## src/rtl/agu_lsu_front_pkg.sv

```systemverilog
// Shared widths, encodings and helpers for the AGU/LSU front end.
package agu_lsu_front_pkg;

  localparam int AGU_XLEN            = 32;
  localparam int AGU_DTCM_ADDR_WIDTH = 16;
  localparam int AGU_ITAG_WIDTH      = 4;

  typedef enum logic [1:0] {
    SZ_BYTE = 2'b00,
    SZ_HALF = 2'b01,
    SZ_WORD = 2'b10,
    SZ_RSVD = 2'b11
  } mem_size_e;

  localparam logic [1:0] CAUSE_NONE     = 2'b00;
  localparam logic [1:0] CAUSE_MISALIGN = 2'b01;
  localparam logic [1:0] CAUSE_REGION   = 2'b10;

  typedef enum logic [1:0] {
    ST_IDLE  = 2'b00,
    ST_ISSUE = 2'b01,
    ST_WAIT  = 2'b10,
    ST_EXC   = 2'b11
  } agu_state_e;

  // Reserved size encoding is treated as a misaligned access.
  function automatic logic is_misaligned(input logic [1:0] size, input logic [1:0] ofst);
    case (size)
      SZ_BYTE: is_misaligned = 1'b0;
      SZ_HALF: is_misaligned = ofst[0];
      SZ_WORD: is_misaligned = |ofst;
      default: is_misaligned = 1'b1;
    endcase
  endfunction

endpackage

```

## src/rtl/agu_lsu_front_lane_align.sv

```systemverilog
// Store byte-enable generation and lane replication of store data.
module agu_lane_align
  import agu_lsu_front_pkg::*;
#(
  parameter int XLEN = AGU_XLEN
) (
  input  logic [1:0]        size,
  input  logic [1:0]        ofst,
  input  logic              load,
  input  logic [XLEN-1:0]   rs2,
  output logic [XLEN/8-1:0] wmask,
  output logic [XLEN-1:0]   wdata
);

  localparam int NB = XLEN / 8;

  always_comb begin
    wmask = '0;
    wdata = '0;
    if (!load) begin
      case (size)
        SZ_BYTE: begin
          wmask = NB'(1) << ofst;
          wdata = {NB{rs2[7:0]}};
        end
        SZ_HALF: begin
          wmask = NB'(3) << ofst;
          wdata = {(XLEN/16){rs2[15:0]}};
        end
        SZ_WORD: begin
          wmask = '1;
          wdata = rs2;
        end
        default: begin
          wmask = '0;
          wdata = '0;
        end
      endcase
    end
  end

endmodule

```

## src/rtl/agu_lsu_front.sv

```systemverilog
// Address generation and LSU command front end: one op in flight, with
// alignment/region checks that divert faulting ops to an exception port.
module agu_lsu_front
  import agu_lsu_front_pkg::*;
#(
  parameter int              XLEN            = AGU_XLEN,
  parameter int              DTCM_ADDR_WIDTH = AGU_DTCM_ADDR_WIDTH,
  parameter int              ITAG_WIDTH      = AGU_ITAG_WIDTH,
  parameter logic [XLEN-1:0] DTCM_BASE       = XLEN'(32'h8000_0000)
) (
  input  logic                       clk,
  input  logic                       rst,
  input  logic                       disp_valid,
  output logic                       disp_ready,
  input  logic                       disp_load,
  input  logic [1:0]                 disp_size,
  input  logic                       disp_unsigned,
  input  logic [XLEN-1:0]            disp_rs1,
  input  logic [XLEN-1:0]            disp_rs2,
  input  logic [XLEN-1:0]            disp_imm,
  input  logic [ITAG_WIDTH-1:0]      disp_itag,
  output logic                       agu_cmd_valid,
  input  logic                       agu_cmd_ready,
  output logic                       agu_cmd_read,
  output logic [DTCM_ADDR_WIDTH-1:0] agu_cmd_addr,
  output logic [XLEN-1:0]            agu_cmd_wdata,
  output logic [XLEN/8-1:0]          agu_cmd_wmask,
  output logic [ITAG_WIDTH-1:0]      agu_cmd_itag,
  input  logic                       agu_rsp_valid,
  output logic                       agu_rsp_ready,
  output logic [1:0]                 ld_size,
  output logic                       ld_unsigned,
  output logic [1:0]                 ld_ofst,
  output logic                       exc_valid,
  input  logic                       exc_ready,
  output logic [1:0]                 exc_cause,
  output logic                       exc_load,
  output logic [ITAG_WIDTH-1:0]      exc_itag,
  output logic [XLEN-1:0]            exc_badaddr
);

  agu_state_e state_q, state_d;

  logic                  hs;
  logic [XLEN-1:0]       sum;
  logic                  misaligned;
  logic                  out_of_region;
  logic                  fault;

  logic                  r_load;
  logic [1:0]            r_size;
  logic                  r_unsigned;
  logic [XLEN-1:0]       r_sum;
  logic [XLEN-1:0]       r_rs2;
  logic [ITAG_WIDTH-1:0] r_itag;
  logic [1:0]            r_cause;

  logic [XLEN/8-1:0]     lane_wmask;
  logic [XLEN-1:0]       lane_wdata;

  assign hs            = disp_valid && (state_q == ST_IDLE);
  assign sum           = disp_rs1 + disp_imm;
  assign misaligned    = is_misaligned(disp_size, sum[1:0]);
  assign out_of_region = sum[XLEN-1:DTCM_ADDR_WIDTH] != DTCM_BASE[XLEN-1:DTCM_ADDR_WIDTH];
  assign fault         = misaligned || out_of_region;

  always_ff @(posedge clk) begin
    if (rst) begin
      state_q <= ST_IDLE;
    end else begin
      state_q <= state_d;
    end
  end

  always_comb begin
    state_d = state_q;
    case (state_q)
      ST_IDLE:  if (hs) state_d = fault ? ST_EXC : ST_ISSUE;
      ST_ISSUE: if (agu_cmd_ready) state_d = ST_WAIT;
      ST_WAIT:  if (agu_rsp_valid) state_d = ST_IDLE;
      ST_EXC:   if (exc_ready) state_d = ST_IDLE;
      default:  state_d = ST_IDLE;
    endcase
  end

  // Op fields are captured for every accepted op, faulting or not, and held
  // until the next acceptance so write-back and exception info stay stable.
  always_ff @(posedge clk) begin
    if (rst) begin
      r_load     <= 1'b0;
      r_size     <= '0;
      r_unsigned <= 1'b0;
      r_sum      <= '0;
      r_rs2      <= '0;
      r_itag     <= '0;
      r_cause    <= CAUSE_NONE;
    end else if (hs) begin
      r_load     <= disp_load;
      r_size     <= disp_size;
      r_unsigned <= disp_unsigned;
      r_sum      <= sum;
      r_rs2      <= disp_rs2;
      r_itag     <= disp_itag;
      r_cause    <= misaligned ? CAUSE_MISALIGN : (out_of_region ? CAUSE_REGION : CAUSE_NONE);
    end
  end

  agu_lane_align #(
    .XLEN(XLEN)
  ) u_lane_align (
    .size  (r_size),
    .ofst  (r_sum[1:0]),
    .load  (r_load),
    .rs2   (r_rs2),
    .wmask (lane_wmask),
    .wdata (lane_wdata)
  );

  assign disp_ready    = (state_q == ST_IDLE);
  assign agu_cmd_valid = (state_q == ST_ISSUE);
  assign agu_rsp_ready = (state_q == ST_WAIT);
  assign exc_valid     = (state_q == ST_EXC);

  assign agu_cmd_read  = r_load;
  assign agu_cmd_addr  = r_sum[DTCM_ADDR_WIDTH-1:0];
  assign agu_cmd_itag  = r_itag;
  // Lane data is only meaningful while a command is offered.
  assign agu_cmd_wmask = agu_cmd_valid ? lane_wmask : '0;
  assign agu_cmd_wdata = agu_cmd_valid ? lane_wdata : '0;

  assign ld_size       = r_size;
  assign ld_unsigned   = r_unsigned;
  assign ld_ofst       = r_sum[1:0];

  assign exc_cause     = r_cause;
  assign exc_load      = r_load;
  assign exc_itag      = r_itag;
  assign exc_badaddr   = r_sum;

endmodule

```

## config.mk

```make
export PLATFORM = sky130hd
export DESIGN_NAME = agu_lsu_front
export DESIGN_NICKNAME = d
export VERILOG_FILES = /design/src/rtl/agu_lsu_front_pkg.sv /design/src/rtl/agu_lsu_front_lane_align.sv /design/src/rtl/agu_lsu_front.sv
export SDC_FILE = /design/constraint.sdc
export NUM_CORES = 1
export LEC_CHECK = 0
export BUFFER_PORTS_ARGS = -buffer_cell sky130_fd_sc_hd__buf_2
export CORE_MARGIN = 10
export CORE_UTILIZATION = 53
export CTS_CLUSTER_SIZE = 20
export DETAILED_ROUTE_END_ITERATION = 12
export PLACE_DENSITY_LB_ADDON = 0.15
export SLEW_MARGIN = 40
export SYNTH_ARGS = -nofsm -noshare
export SYNTH_HDL_FRONTEND = slang
export SYNTH_SLANG_ARGS = --single-unit
```

## constraint.sdc

```tcl
create_clock -name clk -period 4.8 [get_ports clk]
set_input_delay 0.72 -clock clk [delete_from_list [all_inputs] [get_ports clk]]
set_output_delay 0.72 -clock clk [all_outputs]
set_load 0.005 [all_outputs]
```

* Yosys cells after proc, flatten, opt, wreduce, memory -nomap -nowiden *
Index checks and enable logic that the tools add are counted.

word-level totals
  register bits = 76
  bits of input ports = 110
  output and inout port bits = 105
  word-level logic and storage cells = 45

operators by class
  $add $sub $neg = 1
  eq/ne operators = 12
  shift operators = 2
  multiplexer cells = 15
  reduce and logical (&&, ||, !) cells = 7

operators with widths
  operator                                                                  count
  32-bit case mux with 3 select lines                                       1
  32-bit 2-to-1 mux                                                         2
  32-bit adder                                                              1
  16-bit inequality test (second input constant)                            1
  2-bit 2-to-1 mux                                                          7
  4-bit case mux with 3 select lines                                        1
  2-bit == test (second input constant)                                     4
  4-bit 2-to-1 mux                                                          2
  2-bit case mux with 4 select lines                                        1
  2-bit by 1-bit == test with 1-bit output (second input constant)          3
  2-bit logical NOT                                                         3
  2-bit by 1-bit inequality test with 1-bit output (second input constant)  3
  4-bit AND reduction                                                       1
  1-bit by 2-bit left shift with 4-bit output (first input constant)        1
  2-bit by 2-bit left shift with 4-bit output (first input constant)        1
  1-bit case mux with 3 select lines                                        1
  2-bit inequality test (second input constant)                             1
  2-bit OR reduction                                                        1
  1-bit logical AND                                                         1
  1-bit logical OR                                                          1

* Longest topological paths before layout *
  depth after elaboration = 7
  gate-level depth with buffers = 12
  mapped depth without buffers = 12

* Modules after synthesis *
Synthesis repeated with hierarchy kept, for this count alone.

second synthesis, totals
  cell total of the unflattened synthesis = 778
  area, all modules = 5698.0 um^2

modules (own cells, without submodules)
  module          instances  cells an instance  area each (um^2)  seq. area each (um^2)
  agu_lsu_front   1          680                5031.1            1521.5
  agu_lane_align  1          98                 666.9             0.0

* Least setup slack after synthesis *
Ideal clock, no wire load.

  kind = input to register
  start = input port disp_rs1[0]
  end = register r_cause[1] (netlist: exc_cause[1])
  library setup time = 0.129 ns
  arrival time = 3.117 ns
  required time = 4.671 ns
  setup slack = 1.554 ns
  stages = 12
  path buffers = 0
  cells stage by stage = ha_1 > fa_1 > a21oi_1 > o221ai_1 > a21oi_2 > o41ai_2 > nor2b_1 > a311oi_2 > xnor2_1 > a2111oi_0 > and4bb_1 > o41ai_2

on the way
  longest elaborated chain between the ends = 4
  elaborated cells between the ends (all ways) = 6
  classes of those cells = add/sub (1); eq/ne (1); mux (3); reduce/logical (1)

ends and longest elaborated chain
  item                                                                           line                                           text
  start, declared                                                                agu_lsu_front.sv:18                            input logic [XLEN-1:0] disp_rs1,
  32-bit adder (*)                                                               agu_lsu_front.sv:62                            assign sum = disp_rs1 + disp_imm;
  16-bit inequality test / 2-bit OR reduction (equally long branches)            agu_lsu_front.sv:64, agu_lsu_front_pkg.sv:31
  2-bit 2-to-1 mux / 1-bit case mux with 3 select lines (equally long branches)  agu_lsu_front.sv:104, agu_lsu_front_pkg.sv:28
  2-bit 2-to-1 mux (*)                                                           agu_lsu_front.sv:104                           r_cause <= misaligned ? CAUSE_MISALIGN : (out_of_region ? CAUSE_REGION : CAUSE_NONE);
  end signal, assigned                                                           agu_lsu_front.sv:104
  end, declared                                                                  agu_lsu_front.sv:56                            logic [1:0] r_cause;

Every way passes the cells marked *; elsewhere a longest branch is shown, timed or not.
A chain may end at the register's enable or synchronous reset.

* Worst setup path in the final report *
  start = register r_size[1] (netlist: ld_size[1])
  end = output port agu_cmd_wdata[26]

on the way
  longest elaborated chain between the ends = 4
  elaborated cells between the ends (all ways) = 6
  classes of those cells = eq/ne (2); mux (3); reduce/logical (1)

ends and longest elaborated chain
  item                                     line                            text
  start, declared                          agu_lsu_front.sv:51             logic [1:0] r_size;
  start signal, assigned                   agu_lsu_front.sv:99             r_size <= disp_size;
  2-bit == test (tied with other cells)    agu_lsu_front_lane_align.sv:21  case (size)
  32-bit case mux with 3 select lines (*)  agu_lsu_front_lane_align.sv:21
  32-bit 2-to-1 mux (*)                    agu_lsu_front_lane_align.sv:20  if (!load) begin
  32-bit 2-to-1 mux (*)                    agu_lsu_front.sv:129            assign agu_cmd_wdata = agu_cmd_valid ? lane_wdata : '0;
  end, declared                            agu_lsu_front.sv:26             output logic [XLEN-1:0] agu_cmd_wdata,

Marked as above.

==> results.py <==
metrics = {
    "synthesis": {
        "synth_compound_area_share_pct": 25.3,
        "postSynthRegisterBits": 76,
        "syn_area_per_cell_um2": 7.15,
        "post_synth_xor_area_fraction_pct": 4.78,
        "syn_nets": 860,
        "synth.largest_area_cell": "sky130_fd_sc_hd__dfxtp_1",
        "yosys.area_share.simple_pct": 23.2,
        "synth_edf_count": 0,
        "yosysWarningCount": 0,
        "async_flop_share_pct": 0,
        "synth-adder-area-share_pct": 7.94,
        "largest_family_of_logic_cells_by_synthesized_area": "compound AO/OA/AOI/OAI gates",
        "post_synth_instance_area_um2": 5130,
        "count_of_cell_types_in_the_netlist": 55,
        "synth.top_cell.area_share_pct": 29.6,
        "yosys-mux-area-fraction_pct": 1.95,
        "yosys-top-cells-area": "sky130_fd_sc_hd__dfxtp_1, sky130_fd_sc_hd__a21oi_1, sky130_fd_sc_hd__nand2_1, sky130_fd_sc_hd__ha_1, sky130_fd_sc_hd__nor2_1",
        "cells_after_synth": 718,
        "ys.flop_type": "sky130_fd_sc_hd__dfxtp_1",
        "seq_total_area_yosys_pct": 29.6,
    },
    "min_path": {
        "hold_start": "exc_badaddr[19]",
        "whs_endpoint": "exc_badaddr[19]",
        "min_path_type": "flip-flop to flip-flop",
        "min_delay_path_depth": 2,
    },
    "status": {
        "status": "completed",
    },
    "sta": {
        "worst_pin_slew_ns": 0.772,
        "clock-skew-final_ns": 0.0143,
        "post-route-min-period_ns": 3.32,
        "hold_ws_ns": 0.458,
        "finalSetupViolations": 0,
        "grt_setup_unrepaired": "false",
        "final_max_slew_viol_count": 0,
        "fmax_ghz": 0.301,
        "totalNegativeSetupSlack_ns": 0,
        "period_share_pct": 69.3,
        "hold_violation_count_in_the_final_report": 0,
        "relSlewSlack_pct": 48.5,
    },
    "global_routing": {
        "grt_first_pass_wirelength_um": 28400,
        "grt_remaining_overflow": 0,
        "number_of_global_route_vias_before_repair": 5590,
        "globalRouteTotalUtil_pct": 23.8,
        "pin_count_of_the_biggest_net_entering_global_routing": 49,
        "number_of_antenna_violations_at_the_first_check_in_global_routing": 1,
    },
    "placement": {
        "hpwl_um": 13700,
        "globalplace.congestion": 0.988,
        "port_buffers": 214,
        "postPlaceCellArea_um2": 6120,
    },
    "setup_path": {
        "crit_fanout": 23,
        "startpoint_type": "flip-flop",
        "setup.worst_path.class": "flip-flop to output pin",
        "critPathRequiredTime_ns": 4.08,
        "rr_worst_depth": 5,
        "critical_path.reg2reg.endpoint": "r_rs2[24]",
        "rr_startpoint": "state_q[0]",
        "endpoint_kind": "output pin",
        "worst_ep_arrival_time_ns": 2.60,
        "setup_slack_reg_to_reg_ns": 2.71,
    },
    "clocking": {
        "insertion_delay_ns": 0.35,
        "numClockSinks": 76,
        "ctsResizeCount": 0,
        "clk_pin_slew_worst_paths_ns": 0.10,
        "cts_buffers": 9,
        "cts_root_buffer": "sky130_fd_sc_hd__clkbuf_8",
        "tritoncts": "built",
        "post_cts_hold_buffer_count": 0,
        "cts_max_level": 3,
        "cts-root-to-sink-buffers": 2,
        "post-cts-setup-buffers": 0,
    },
    "power_and_ir_drop": {
        "static-leakage-power_nw": 2.91,
        "clockPowerShare_pct": 26.2,
        "sequential_cell_fraction_of_total_power_pct": 40.2,
        "worst_ir_drop_vdd_uv": 194,
        "combinationalPowerShare_pct": 33.6,
        "p_int_mw": 1.15,
        "total_switching_power_mw": 0.701,
        "power.density_nw_per_um2": 293,
        "sw_frac_of_total_pct": 37.8,
    },
    "finish": {
        "layout-area-overhead-vs-synth_pct": 23.0,
        "drive_above_1_share_pct": 28.8,
        "finish.instance_area_um2": 6320,
        "final_nets": 1026,
        "post_layout_util_pct": 67.7,
    },
    "drt": {
        "detailedRoute.firstIterationViolations": 426,
        "number_of_drc_violations_after_detailed_routing": 0,
        "post_drt_wl_per_cell_um": 17.2,
        "first_pass_iters": 6,
        "routed_wirelength_um": 17500,
        "dr_total_vias": 5658,
        "route.detailed.vias_per_inst": 5.55,
        "count_of_nets_left_with_antenna_violations_after_detail_routing": 0,
    },
    "floorplanning": {
        "core_um2": 9330,
        "dieHeight_um": 118,
        "initial_utilization_pct": 55.1,
        "floorplan.rows": 35,
        "num_io_pins": 215,
        "die_width_um": 118,
        "die-area_um2": 14000,
    },
    "run": {
        "max_cap_viol_count": 0,
    },
}
worst max-delay path, stage by stage (launching register included):
cell	delay (ns)
sky130_fd_sc_hd__dfxtp_1	0.78
sky130_fd_sc_hd__inv_1	0.41
sky130_fd_sc_hd__nor2_1	0.42
sky130_fd_sc_hd__buf_4	0.27
sky130_fd_sc_hd__a21oi_1	0.09
sky130_fd_sc_hd__nor2_1	0.13
sky130_fd_sc_hd__buf_2	0.15
layer usage:
| metal | vias to the layer above | wire, um | GRT usage [%] |
|---|---|---|---|
| li1 | 2794 | - | - |
| met5 | - | 0 | 0 |
| met1 | 2595 | 7630 | 30.2 |
| met3 | 27 | 1290 | 5.43 |
| met4 | 0 | 302 | 6.18 |
| met2 | 242 | 8280 | 39.8 |
metrics by stage:
step                      setup WS [ns]  cells  total power, mW
after floorplan                    1.55    718             1.16
after global placement             1.15   1000             1.36
after detailed placement           1.09   1002             1.38
after CTS                          1.47   1018             1.86
after global routing               1.16   1019             1.98
final                              1.48   1019             1.85
cells by family after synthesis:
logic type,Yosys count
flops,76
buf+inv,75
xor+xnor,28
simple gates,281
mux,10
compound gates,216
fa+ha+maj,32
final cells by class:
cell class / count / area [um^2]
clock inverters: 7 / 65.1
flip-flops and latches: 76 / 1520
repair buffers: 221 / 1150
well taps: 129 / 161
diodes: 1 / 2.50
clock buffers: 9 / 124
multi-input cells: 567 / 3250
fillers: 894 / 3010
inverters: 9 / 33.8
synthesized netlist by cell type, types with 7 or more instances:
| cell type | n |
|---|---|
| sky130_fd_sc_hd__nor3_1 | 7 |
| sky130_fd_sc_hd__mux2i_1 | 10 |
| sky130_fd_sc_hd__clkbuf_1 | 42 |
| sky130_fd_sc_hd__and2_1 | 11 |
| sky130_fd_sc_hd__ha_1 | 31 |
| sky130_fd_sc_hd__dfxtp_1 | 76 |
| sky130_fd_sc_hd__nand2_1 | 165 |
| sky130_fd_sc_hd__inv_1 | 9 |
| sky130_fd_sc_hd__o21ai_0 | 24 |
| sky130_fd_sc_hd__xor2_1 | 9 |
| sky130_fd_sc_hd__nor2_1 | 62 |
| sky130_fd_sc_hd__nand4_1 | 7 |
| sky130_fd_sc_hd__a21oi_1 | 130 |
| sky130_fd_sc_hd__a22oi_1 | 8 |
| sky130_fd_sc_hd__buf_4 | 23 |
| sky130_fd_sc_hd__xnor2_1 | 19 |
flip-flops by register name, indices dropped and copies added (netlist names):
| register | cells |
|---|---|
| agu_cmd_itag | 4 |
| agu_cmd_read | 1 |
| exc_badaddr | 32 |
| exc_cause | 2 |
| ld_size | 2 |
| ld_unsigned | 1 |
| r_rs2 | 32 |
| state_q | 2 |
placed cells by master, fill, tap and decap left out, drive strengths merged, types with 2 or more instances in the layout:
| cell type | Yosys | final |
|---|---|---|
| and3 | 2 | 2 |
| a21oi | 135 | 135 |
| o221ai | 3 | 3 |
| buf | 24 | 221 |
| a22oi | 8 | 8 |
| inv | 9 | 14 |
| nor3 | 7 | 7 |
| nand4 | 7 | 7 |
| nor3b | 2 | 2 |
| xnor2 | 19 | 19 |
| dfxtp | 76 | 76 |
| or2 | 3 | 3 |
| o211ai | 3 | 3 |
| or3 | 4 | 4 |
| o41ai | 6 | 6 |
| ha | 31 | 31 |
| a221oi | 2 | 2 |
| nor2b | 4 | 4 |
| xor2 | 9 | 9 |
| a2111oi | 2 | 2 |
| and2 | 11 | 11 |
| nand3 | 5 | 5 |
| a21o | 5 | 5 |
| nor4 | 3 | 3 |
| o21bai | 3 | 3 |
| nand2b | 3 | 3 |
| mux2i | 10 | 10 |
| o21ai | 30 | 30 |
| o22ai | 2 | 2 |
| o21a | 3 | 3 |
| nand2 | 166 | 166 |
| clkbuf | 42 | 9 |
| nor2 | 62 | 62 |
| a211oi | 5 | 5 |
power groups by stage:
stage                     Sequential (mW)  Clock (mW)  Combinational (mW)
after detailed placement            0.758           0               0.620
after floorplan                     0.742           0               0.421
after global routing                0.753       0.527               0.696
final                               0.745       0.485               0.623
after global placement              0.755           0               0.602
after CTS                           0.744       0.496               0.622
worst max path at each step:
stage                        endpoint        start
finish              agu_cmd_wdata[26]   ld_size[1]
global route               state_q[1]  disp_rs1[0]
CTS                      exc_cause[1]  disp_rs1[0]
detailed placement         state_q[1]  disp_rs1[0]
global placement         exc_cause[1]  disp_rs1[0]
floorplan                exc_cause[1]  disp_rs1[0]
(Power assumes the default switching activity.)
